<file path="config.mk">
export PLATFORM = sky130hd
export DESIGN_NAME = data_mem_arbiter
export DESIGN_NICKNAME = d
export VERILOG_FILES = /design/src/rtl/riscv_pkg.sv /design/src/rtl/arb_wait_counter.sv /design/src/rtl/data_mem_arbiter.sv
export SDC_FILE = /design/constraint.sdc
export NUM_CORES = 1
export LEC_CHECK = 0
export BUFFER_PORTS_ARGS = -buffer_cell sky130_fd_sc_hd__clkbuf_2
export CAP_MARGIN = 20
export CORE_AREA = 8 8 111 113
export CTS_BUF_LIST = sky130_fd_sc_hd__clkbuf_8 sky130_fd_sc_hd__clkbuf_16
export DETAILED_ROUTE_END_ITERATION = 7
export DIE_AREA = 0 0 119 121
export GPL_ROUTABILITY_DRIVEN = 0
export SLEW_MARGIN = 5
export SYNTH_ARGS = -nofsm -noshare
export SYNTH_HDL_FRONTEND = slang
export SYNTH_HIERARCHICAL = 1
export SYNTH_SLANG_ARGS = --single-unit
</file>
<file path="constraint.sdc">
create_clock -name clk -period 2 [get_ports clk]
set_input_delay 0.3 -clock clk [delete_from_list [all_inputs] [get_ports clk]]
set_output_delay 0.3 -clock clk [all_outputs]
set_load 0.01 [all_outputs]
</file>
<file path="src/rtl/riscv_pkg.sv">
// Shared definitions for the RISC-V core data-side blocks.
//
// Contents:
//   XLEN                      architectural register / data width
//   RESULT_SRC_MEM            ResultSrc code selecting load data in writeback
//   ARB_S_IDLE/WAIT/FORCE     state encodings of the data memory arbiter FSM
//   arb_cnt_width()           width needed to count 0..max_wait inclusive
package riscv_pkg;

    localparam int XLEN = 32;

    localparam logic [1:0] RESULT_SRC_MEM = 2'b01;

    localparam logic [1:0] ARB_S_IDLE  = 2'd0;
    localparam logic [1:0] ARB_S_WAIT  = 2'd1;
    localparam logic [1:0] ARB_S_FORCE = 2'd2;

    function automatic int arb_cnt_width(input int max_wait);
        return $clog2(max_wait + 1);
    endfunction

endpackage

</file>
<file path="src/rtl/arb_wait_counter.sv">
// Saturating wait counter for the data memory arbiter.
//
// Ports:
//   clk       in   system clock
//   rst_n     in   asynchronous active-low reset, clears the count
//   clear     in   return the count to zero this cycle (wins over inc)
//   inc       in   count one more blocked cycle, saturating at MAX_WAIT
//   terminal  out  the count after this cycle's update equals MAX_WAIT
module arb_wait_counter
    import riscv_pkg::*;
#(
    parameter int MAX_WAIT = 4,
    parameter int CNT_W    = arb_cnt_width(MAX_WAIT)
) (
    input  logic clk,
    input  logic rst_n,
    input  logic clear,
    input  logic inc,
    output logic terminal
);

    localparam logic [CNT_W-1:0] CNT_MAX = CNT_W'(MAX_WAIT);

    logic [CNT_W-1:0] wait_cnt;
    logic [CNT_W-1:0] wait_cnt_next;

    always_comb begin
        wait_cnt_next = wait_cnt;
        if (clear) begin
            wait_cnt_next = '0;
        end else if (inc && (wait_cnt != CNT_MAX)) begin
            wait_cnt_next = wait_cnt + CNT_W'(1);
        end
    end

    // Terminal looks at the updated value so the FSM can enter its forcing
    // state on the very cycle the last permitted blocked cycle is counted.
    assign terminal = (wait_cnt_next == CNT_MAX);

    always_ff @(posedge clk or negedge rst_n) begin
        if (!rst_n) begin
            wait_cnt <= '0;
        end else begin
            wait_cnt <= wait_cnt_next;
        end
    end

endmodule

</file>
<file path="src/rtl/data_mem_arbiter.sv">
// Data memory arbiter: shares the single-port data memory between the
// pipeline Memory stage (priority master) and a secondary DMA/debug master.
// A DMA request blocked for MAX_WAIT cycles is granted by force for one
// cycle, stalling the pipeline; DMA accesses answer one cycle after accept.
//
// Ports:
//   clk, rst_n                       clock, asynchronous active-low reset
//   pipe_req/we/addr/wd, pipe_rd     Memory stage access and load data
//   pipe_stall                       Memory stage must hold and retry
//   dma_req_valid/ready/we/addr/wd   DMA request handshake and fields
//   dma_rsp_valid, dma_rsp_data      one-cycle DMA completion pulse + read data
//   mem_we/addr/wd, mem_rd           Data_Memory pins (combinational read)
module data_mem_arbiter
    import riscv_pkg::*;
#(
    parameter int ADDR_W   = XLEN,
    parameter int DATA_W   = XLEN,
    parameter int MAX_WAIT = 4
) (
    input  logic              clk,
    input  logic              rst_n,
    input  logic              pipe_req,
    input  logic              pipe_we,
    input  logic [ADDR_W-1:0] pipe_addr,
    input  logic [DATA_W-1:0] pipe_wd,
    output logic [DATA_W-1:0] pipe_rd,
    output logic              pipe_stall,
    input  logic              dma_req_valid,
    output logic              dma_req_ready,
    input  logic              dma_we,
    input  logic [ADDR_W-1:0] dma_addr,
    input  logic [DATA_W-1:0] dma_wd,
    output logic              dma_rsp_valid,
    output logic [DATA_W-1:0] dma_rsp_data,
    output logic              mem_we,
    output logic [ADDR_W-1:0] mem_addr,
    output logic [DATA_W-1:0] mem_wd,
    input  logic [DATA_W-1:0] mem_rd
);

    logic [1:0] state;
    logic [1:0] state_next;
    logic       dma_gnt;
    logic       dma_blocked;
    logic       cnt_terminal;

    // The pipeline wins unless it is idle or the DMA has starved long enough.
    assign dma_gnt       = dma_req_valid & (~pipe_req | (state == ARB_S_FORCE));
    assign dma_blocked   = dma_req_valid & ~dma_gnt;
    assign dma_req_ready = dma_gnt;
    assign pipe_stall    = pipe_req & dma_gnt;
    assign pipe_rd       = mem_rd;

    // A pipeline store only reaches the memory when the port is actually its.
    always_comb begin
        if (dma_gnt) begin
            mem_we   = dma_we;
            mem_addr = dma_addr;
            mem_wd   = dma_wd;
        end else begin
            mem_we   = pipe_we & pipe_req;
            mem_addr = pipe_addr;
            mem_wd   = pipe_wd;
        end
    end

    // Any cycle that is not a blocked DMA cycle (grant, no request, or a
    // withdrawn request) restarts the starvation count.
    arb_wait_counter #(
        .MAX_WAIT (MAX_WAIT)
    ) u_wait_counter (
        .clk      (clk),
        .rst_n    (rst_n),
        .clear    (~dma_blocked),
        .inc      (dma_blocked),
        .terminal (cnt_terminal)
    );

    // The forcing state always grants a valid request, so it can never be
    // blocked and always falls back to idle; idle cannot force, which leaves
    // the pipeline at least one unstalled cycle after every forced grant.
    always_comb begin
        state_next = ARB_S_IDLE;
        if (dma_blocked) begin
            state_next = cnt_terminal ? ARB_S_FORCE : ARB_S_WAIT;
        end
    end

    always_ff @(posedge clk or negedge rst_n) begin
        if (!rst_n) begin
            state <= ARB_S_IDLE;
        end else begin
            state <= state_next;
        end
    end

    // Read data is captured at accept time, before any later write can
    // disturb the location; writes complete with zero data.
    always_ff @(posedge clk or negedge rst_n) begin
        if (!rst_n) begin
            dma_rsp_valid <= 1'b0;
            dma_rsp_data  <= '0;
        end else begin
            dma_rsp_valid <= dma_gnt;
            dma_rsp_data  <= (dma_gnt && !dma_we) ? mem_rd : '0;
        end
    end

endmodule

</file>
# Word-level counts from Yosys, hierarchy flattened
# Cells that the tools add are included.
[word_totals]
ff_bits = 38
output_inout_bits = 132
word_cells = 26
[classes]
add_sub_neg = 1
n_eq_ne = 3
muxes = 8
bitwise = 7
reduce_logical = 3
[ops]
columns = ["operator", "n"]
rows = [
  ["two-way mux 32 bit", 3],
  ["two-way mux 3 bit", 2],
  ["bitwise AND 1 bit", 4],
  ["two-way mux 2 bit", 2],
  ["adder 3 x 1 -> 3 bit (second input constant)", 1],
  ["equality test 3 bit (second input constant)", 1],
  ["!= test 3 bit (second input constant)", 1],
  ["equality test 2 bit (second input constant)", 1],
  ["logical AND 1 bit", 2],
  ["inverter 1 bit", 2],
  ["logical NOT 1 bit", 1],
  ["two-way mux 1 bit", 1],
  ["OR 1 bit", 1],
]

# Longest topological paths before layout
# Gate-level depths: netlist of the first run.
[depth]
word_depth = 11
ltp_mapped = 7

# Hierarchy
# The synthesis of the first run kept the hierarchy.
[modules_own_cells]
columns = ["mod", "n_inst", "cells_per_inst", "area_per_inst_um2", "seq_area_each_um2"]
rows = [
  ["data_mem_arbiter", 1, 187, 2387.3, 875.8],
  ["arb_wait_counter", 1, 18, 195.2, 75.1],
]

# Least setup slack after synthesis of the first run
# Ideal clock, no wire load.
[synth_timing]
path_type = "reg-to-output"
start = "reg state[0]"
end = "out mem_addr[0]"
arrival_ns = 1.281
setup_slack_ns = 0.419
stages_incl_launch_ff = 6
n_path_buf = 2
path_cell_list = "dfrtp_1 > nand2b_4 > a21o_1 > buf_6 > buf_6 > mux2_4"
[synth_between]
elab_chain_cells = 4
[synth_rtl]
columns = ["item", "line", "rtl"]
rows = [
  ["start, declared", "data_mem_arbiter.sv:41", "logic [1:0] state;"],
  ["start signal, assigned", "data_mem_arbiter.sv:93", "state <= state_next;"],
  ["equality test 2 bit", "data_mem_arbiter.sv:48", "assign dma_gnt = dma_req_valid & (~pipe_req | (state == ARB_S_FORCE));"],
  ["OR 1 bit", "data_mem_arbiter.sv:48", ""],
  ["bitwise AND 1 bit", "data_mem_arbiter.sv:48", ""],
  ["two-way mux 32 bit", "data_mem_arbiter.sv:56", "if (dma_gnt) begin"],
  ["end, declared", "data_mem_arbiter.sv:36", "output logic [ADDR_W-1:0] mem_addr,"],
]
# Every way passes these cells.

# Worst setup path after layout of the first run
[layout_timing]
start = "reg state[0]"
end = "out mem_addr[10]"
# Same word-level chain as after synthesis.

==> qor_table.md, run 1 <==
| Result | Value | Unit |
|---|---|---|
| Number of maximum-capacitance constraint violations | 0 | - |
| Period utilization | 100.9 | % |
| Horiz. Die Dim | 119 | um |
| Switching power | 617.7 | uW |
| Critical Path End Type | primary output | - |
| CTS sink count | 38 | - |
| Filler Cell Count | 1020 | - |
| Cells along the critical path | nand2b_4 > a21o_4 > clkbuf_16 > mux2_4 > clkbuf_2 | - |
| Design Area, Final | 4591 | um^2 |
| Slew Limit Headroom | 67.08 | % |
| Sequential group share of total power | 36.4 | % |
| Fin Setup TNS | -47.40 | ps |
| Slew at the pin closest to its max-slew limit | 493.7 | ps |
| Slowest stage delay, CP | 380 | ps |
| Reg2Reg Depth | 9 | - |
| RSZ-0062 raised after global routing | yes | - |
| Vias in the first global route | 2823 | - |
| Highest Clock Rate | 495.6 | MHz |
| Pre-CTS setup slack | 245.5 | ps |
| Master cell of the clock root buffer | sky130_fd_sc_hd__clkbuf_8 | - |
| Overflow left after global routing | 0 | - |
| Drt drc | 0 | - |
| Detail-routed via count per cell | 4.259 | - |
| Maximum number of pins on one net before global-route repair | 39 | - |
| Depth of the CTS H-tree | 2 | - |
| Wire length after detailed routing | 12690 | um |
| Highest fanout seen on the critical path | 6 | - |
| Class of the worst hold path | in2async | - |
| Overall routing resource usage | 15.35 | % |
| Global-route wire length before repair | 16950 | um |
| Worst path required time | 1700 | ps |
| Final ANT Viol Nets | 0 | - |
| Number of instances in the synthesized netlist | 205 | - |
| Proportion of power drawn by combinational gates | 38.3 | % |
| HPWL after detailed placement | 10540 | um |
| Most common cell after layout, fill and taps aside | sky130_fd_sc_hd__clkbuf_2 | - |
| Post-layout worst setup margin | -17.61 | ps |
| Library cells used by synthesis | 27 | - |
| Proportion of layout cells with a drive suffix above 1 | 80.99 | % |
| Via total after detailed routing | 2666 | - |
| Cell Area, Synth | 2582 | um^2 |
| Result of the run | finished with violations | - |
| Final-stage net count | 651 | - |
| Floorplan die area | 14400 | um^2 |
| Synthesized area divided by synthesized cell count | 12.60 | um^2 |
| Pre-Repair DR Iteration Count | 4 | - |
| Peak ir drop on the vdd network | 0.2640 | mV |
| Top library cells by usage in the layout, fill and taps aside | sky130_fd_sc_hd__clkbuf_2, sky130_fd_sc_hd__mux2_4, sky130_fd_sc_hd__buf_6, sky130_fd_sc_hd__dfrtp_1, sky130_fd_sc_hd__and2_1 | - |
| Buffers from clock root to sink, at most | 2 | - |
| Final cell utilization of the core | 43.30 | % |
| Final Critical Period | 2018 | ps |
| Violations in the final reports | setup timing | - |
| Core Footprint | 10600 | um^2 |
| Worst clock skew on the final layout | 4.521 | ps |
| Net switching fraction of the power | 28.36 | % |
| Startpoint class of the critical path | flip-flop | - |
| Antenna violations before repair | 2 | - |
| P_int | 1560 | uW |
| Total I/O pin count | 298 | - |
| CTS tree | yes | - |
| Power density cells | 474.4 | nW/um^2 |
| Final count of pins violating max slew | 0 | - |
| Count of port buffers added during placement | 297 | - |
| Sequential area share after synthesis | 36.82 | % |
| Row count | 38 | - |
| YS warnings | 6 | - |
| Total setup violations reported at the end of the flow | 7 | - |
| Clock buffer count from CTS | 5 | - |
| Vertical extent of the die | 121 | um |
| Iteration-0 DRC count of the detailed router | 100 | - |
| Master of the slowest instance on the critical path | sky130_fd_sc_hd__dfrtp_1 | - |
| Worst endpoint data arrival time | 1720 | ps |
| Seq cells post-synth | 38 | - |
| Clock power frac | 25.2 | % |
| Insertion delay of the later-clocked pin in the worst-skew pair | 290 | ps |
| Leakage power of the design | 0.002731 | uW |
| Syn nets | 373 | - |
| Initial Util | 24.36 | % |
| Classification of the worst setup path | reg2out | - |
| Cell area reported after detailed placement | 4003 | um^2 |
| Detail-routed net length per standard cell | 20.27 | um |
| Area added between synthesis and finish | 77.76 | % |
| Clock-pin slew reported for the worst setup and hold paths after clock tree synthesis | 80 | ps |
| Hold Vio Cnt, Final | 0 | - |
per-layer routing:
layer	wire, um	global-route usage [%]	vias up
li1	-	-	1226
met1	4372	15.04	1231
met2	6863	29.01	191
met3	1187	6.515	18
met4	265	3.953	0
met5	0	0	-
repair_timing:
action                                  in CTS  in global routing
buffers inserted                             2                  1
resized for setup                            4                109
cloned                                       1                  6
hold endpoints to repair                     0                  0
hold buffers                                 0                  0
endpoints found under the setup margin      60                 64
pin swaps                                    1                  1
critical path: cells and delay by family, from the launching register on:
family,cells,cell delay (ps)
flip-flops,1,380
AND/OR/NAND/NOR,1,160
multiplexers,1,300
AO/OA/AOI/OAI,1,270
buffers and inverters,2,320
stage by stage:
step / hold WS [ps] / cells / total power (uW)
after CTS: 74.08 / 617 / 2089
after floorplan: 4.409 / 205 / 1175
after detailed placement: 394.5 / 606 / 1506
final: 56.20 / 626 / 2178
after global placement: 383.4 / 606 / 1497
after global routing: 86.09 / 626 / 2299
cells by family after synthesis:
kind of cell,Yosys count,share of synthesized area [%]
AOI/OAI and AO/OA,6,1.890
xor gates and xnor gates,1,0.3392
adders and majority gates,2,0.9688
buffers and inverters,47,13.27
DFF,38,36.82
muxes,65,35.42
and+or+nand+nor,46,11.29
cells in the mapped netlist:
cell type	n	area share, %
sky130_fd_sc_hd__mux2_4	49	28
sky130_fd_sc_hd__dfrtp_1	38	37
sky130_fd_sc_hd__and2_1	33	8.0
sky130_fd_sc_hd__buf_4	32	9.3
sky130_fd_sc_hd__mux2_2	15	6.5
sky130_fd_sc_hd__buf_6	6	2.6
sky130_fd_sc_hd__inv_1	5	0.73
sky130_fd_sc_hd__nor2_1	4	0.58
sky130_fd_sc_hd__clkbuf_1	3	0.44
sky130_fd_sc_hd__ha_1	2	0.97
sky130_fd_sc_hd__nand2_1	2	0.29
sky130_fd_sc_hd__a211oi_1	1	0.29
sky130_fd_sc_hd__a21boi_2	1	0.44
sky130_fd_sc_hd__a21o_1	1	0.29
sky130_fd_sc_hd__a21oi_1	1	0.19
sky130_fd_sc_hd__a32o_1	1	0.39
sky130_fd_sc_hd__and4b_1	1	0.39
sky130_fd_sc_hd__buf_2	1	0.19
sky130_fd_sc_hd__mux2i_1	1	0.39
sky130_fd_sc_hd__nand2b_4	1	0.53
sky130_fd_sc_hd__nand3_1	1	0.19
sky130_fd_sc_hd__nor2b_1	1	0.24
sky130_fd_sc_hd__nor3_1	1	0.19
sky130_fd_sc_hd__nor3_2	1	0.39
sky130_fd_sc_hd__nor3b_2	1	0.48
sky130_fd_sc_hd__o21a_1	1	0.29
sky130_fd_sc_hd__xnor2_1	1	0.34
power groups by stage:
stage,clock [uW],combinational (uW),sequential (uW)
floorplan,0,357,818
global placement,0,689,808
detailed placement,0,697,809
CTS,583,712,794
global route,615,888,796
finish,550,835,794
state kept, by name, summed over array words and instances (netlist names):
name	flops
u_wait_counter/wait_cnt	3
dma_rsp_valid	1
state	2
dma_rsp_data	32
layout make-up:
type                       instances  area (um^2)  share of cell area, %
clock buffer                       6        82.58                  1.799
sequential                        38        950.9                  20.71
inverter                           5        18.77                 0.4088
clock inverter                     2        12.51                 0.2726
timing repair buffer             312         2028                  44.18
tap                              140        175.2                  3.816
multi-input combinational        121         1318                  28.70
antenna                            2        5.005                 0.1090
worst paths after layout:
kind	from	to	slack, ps
max in group asynchronous	rst_n	dma_rsp_data[20]	1600
worst min-delay path	rst_n	dma_rsp_data[27]	60
min in group clk	mem_rd[17]	dma_rsp_data[17]	230
worst min register to register	u_wait_counter/wait_cnt[0]	u_wait_counter/wait_cnt[0]	620
worst max-delay path	state[0]	mem_addr[10]	-20
worst max register to register	state[0]	state[1]	210
(Power assumes the default switching activity.)
==> run 2, diff against run 1 <==
==> constraint.sdc (replaced) <==
create_clock -name clk -period 2 [get_ports clk]
set_input_delay 0.5 -clock clk [delete_from_list [all_inputs] [get_ports clk]]
set_output_delay 0.5 -clock clk [all_outputs]
set_load 0.01 [all_outputs]
==> qor_table.md, run 2 (same netlist as run 1, synthesis figures left out) <==
| Result | Value | Unit | Change |
|---|---|---|---|
| Reg2Reg Depth | 8 | - | -1 |
| Post-layout worst setup margin | -160.3 | ps | -142.7 ps |
| Switching power | 577.6 | uW | -6.5% |
| CTS sink count | 38 | - | unchanged |
| Filler Cell Count | 1080 | - | +5.9% |
| Setup slack, reg-to-reg | 390 | ps | +180 ps |
| Slew Limit Headroom | 68.26 | % | +1.2 points |
| Drt drc | 0 | - | unchanged |
| Final count of pins violating max slew | 0 | - | unchanged |
| Clock buffer count from CTS | 5 | - | unchanged |
| Power density cells | 509.9 | nW/um^2 | +7.5% |
| Highest fanout seen on the critical path | 6 | - | unchanged |
| Top register by number of flip-flops | dma_rsp_data | - |  |
| Fin Setup TNS | -8373 | ps | -8326 ps |
| Depth of the CTS H-tree | 2 | - | unchanged |
| Worst endpoint data arrival time | 1660 | ps | -60 ps |
| Iteration-0 DRC count of the detailed router | 56 | - | -44% |
| Multi-input logic area | 1310 | um^2 | -0.57% |
| Class of the worst hold path | in2async | - |  |
| Highest Clock Rate | 462.9 | MHz | -6.6% |
| HPWL after detailed placement | 10680 | um | +1.3% |
| Hold Vio Cnt, Final | 0 | - | unchanged |
| Violations in the final reports | setup timing | - |  |
| Detail-routed via count per cell | 4.141 | - | -2.8% |
| Buffers from clock root to sink, at most | 2 | - | unchanged |
| Critical Path End Type | primary output | - |  |
| Final cell utilization of the core | 40.17 | % | -3.1 points |
| Proportion of power drawn by combinational gates | 33.2 | % | -5.1 points |
| Reg2reg end | state[1] | - |  |
| Vias in the first global route | 2999 | - | +6.2% |
| Clock power frac | 30.3 | % | +5.1 points |
| Total I/O pin count | 298 | - | unchanged |
| Insertion delay of the later-clocked pin in the worst-skew pair | 280 | ps | about the same |
| Maximum number of pins on one net before global-route repair | 33 | - | -15% |
| Sequential group share of total power | 36.5 | % | about the same |
| Most common cell after layout, fill and taps aside | sky130_fd_sc_hd__clkbuf_2 | - |  |
| Period utilization | 108.0 | % | +7.1 points |
| Leakage power of the design | 0.002622 | uW | -4.0% |
| Result of the run | finished with violations | - |  |
| Antenna violations before repair | 0 | - | -2 |
| Busiest layer in global routing | met2 | - |  |
| Ant diodes | 0 | - | -2 |
| Proportion of layout cells with a drive suffix above 1 | 80.82 | % | -0.17 points |
| Top library cells by usage in the layout, fill and taps aside | sky130_fd_sc_hd__clkbuf_2, sky130_fd_sc_hd__mux2_4, sky130_fd_sc_hd__dfrtp_1, sky130_fd_sc_hd__and2_1, sky130_fd_sc_hd__mux2_2 | - |  |
| P_int | 1594 | uW | +2.2% |
| Classification of the worst setup path | reg2out | - |  |
| Global-route track usage on met2 | 29.15 | % | +0.14 points |
| Initial Util | 24.36 | % | unchanged |
| Peak ir drop on the vdd network | 0.4287 | mV | +62% |
| Row count | 38 | - | unchanged |
| Area added between synthesis and finish | 64.92 | % |  |
| GRT met1 Usage | 15.39 | % | +0.35 points |
| Floorplan die area | 14400 | um^2 | unchanged |
| Overall power of the completed layout | 2172 | uW | -0.29% |
| Master cell of the clock root buffer | sky130_fd_sc_hd__clkbuf_8 | - |  |
| Launching point of the worst reg2reg path | state[0] | - |  |
| Net switching fraction of the power | 26.60 | % | -1.8 points |
| Global-route met3 utilization | 5.724 | % | -0.79 points |
| Final Critical Period | 2160 | ps | +142.7 ps |
| Worst path required time | 1500 | ps | -200 ps |
| Slew at the pin closest to its max-slew limit | 476.1 | ps | -17.69 ps |
| Global-route wire length before repair | 17360 | um | +2.4% |
| Worst clock skew on the final layout | 8.330 | ps | +3.809 ps |
| Clock-pin slew reported for the worst setup and hold paths after clock tree synthesis | 80 | ps | about the same |
| Wire length after detailed routing | 11790 | um | -7.1% |
| Overall routing resource usage | 15.38 | % | +0.035 points |
| Final ANT Viol Nets | 0 | - | unchanged |
| Via total after detailed routing | 2588 | - | -2.9% |
| RSZ-0062 raised after global routing | yes | - |  |
| Startpoint class of the critical path | flip-flop | - |  |
| CTS tree | yes | - |  |
| Leading registers by flop count | dma_rsp_data (32), u_wait_counter/wait_cnt (3), state (2) | - |  |
| Pre-CTS setup slack | -30.94 | ps | -276.4 ps |
| Vertical extent of the die | 121 | um | unchanged |
| Overflow left after global routing | 0 | - | unchanged |
| Total setup violations reported at the end of the flow | 66 | - | +59 |
| Number of maximum-capacitance constraint violations | 0 | - | unchanged |
| Combined flip-flop and latch cell area | 950.9 | um^2 | unchanged |
| Final-stage net count | 653 | - | +0.31% |
| Pre-Repair DR Iteration Count | 2 | - | -2 |
| Detail-routed net length per standard cell | 18.87 | um | -6.9% |
| Count of port buffers added during placement | 297 | - | unchanged |
| Largest register FFs | 32 | - | unchanged |
| Core Footprint | 10600 | um^2 | unchanged |
| Horiz. Die Dim | 119 | um | unchanged |
-- run 2: cell count changes in the layout (fill, tap and decap cells not counted), sizes merged --
cell / previous run / this run
buf: 58 / 24
clkinv: 1 / 0
clkbuf: 260 / 296
bufinv: 0 / 1
diode: 2 / 0
clkinvlp: 1 / 0
-- run 2: through the flow --
step	cells	instance area, um^2	hold WS, ps
2_1_floorplan	205	2582	204.4
3_3_place_gp	616	4065	481.8
3_5_place_dp	616	4065	488.6
4_1_cts	625	4223	169.1
5_1_grt	625	4259	187.8
6_report	625	4259	160.3
-- run 2: final cells by class --
| cell class | instances | share of cell area (%) |
|---|---|---|
| Clock inverter | 1 | 0.7051 |
| Sequential cell | 38 | 22.33 |
| Timing Repair Buffer | 314 | 39.72 |
| Tap cell | 140 | 4.113 |
| Multi-Input combinational cell | 121 | 30.76 |
| Clock buffer | 6 | 1.939 |
| Inverter | 5 | 0.4407 |
-- run 2: what timing repair did --
item | CTS | global route
setup buffers | 1 | 0
hold buffers | 0 | 0
setup endpoints to repair | 66 | 66
pin swaps | 1 | 0
gates resized for setup | 5 | 13
cloned | 1 | 0
-- run 2: critical path, stage by stage (launching register included) --
cell and delay, ps:
sky130_fd_sc_hd__dfrtp_1 380, sky130_fd_sc_hd__nand2b_4 150, sky130_fd_sc_hd__a21o_4 240, sky130_fd_sc_hd__buf_4 180
sky130_fd_sc_hd__mux2_4 290, sky130_fd_sc_hd__clkbuf_2 140
-- run 2: how the worst max path moves through the flow --
stage | start | to | slack [ps]
6_report | state[0] | mem_addr[7] | -160
5_1_grt | state[0] | mem_addr[5] | -240
4_1_cts | state[0] | mem_addr[7] | -190
3_5_place_dp | dma_req_valid | mem_wd[12] | -30
3_3_place_gp | dma_req_valid | mem_wd[7] | -8
2_1_floorplan | dma_req_valid | mem_we | 200
-- run 2: per-layer routing --
metal,vias up,share of wire [%]
met5,-,0
met4,0,1.9
met3,12,8.5
met2,160,53
met1,1197,36
li1,1219,-
-- run 2: power groups by stage --
stage,logic (uW),clock network (uW),registers [uW]
global route,777,724,795
detailed placement,709,0,809
floorplan,357,0,818
CTS,721,692,793
finish,721,658,793
global placement,700,0,808
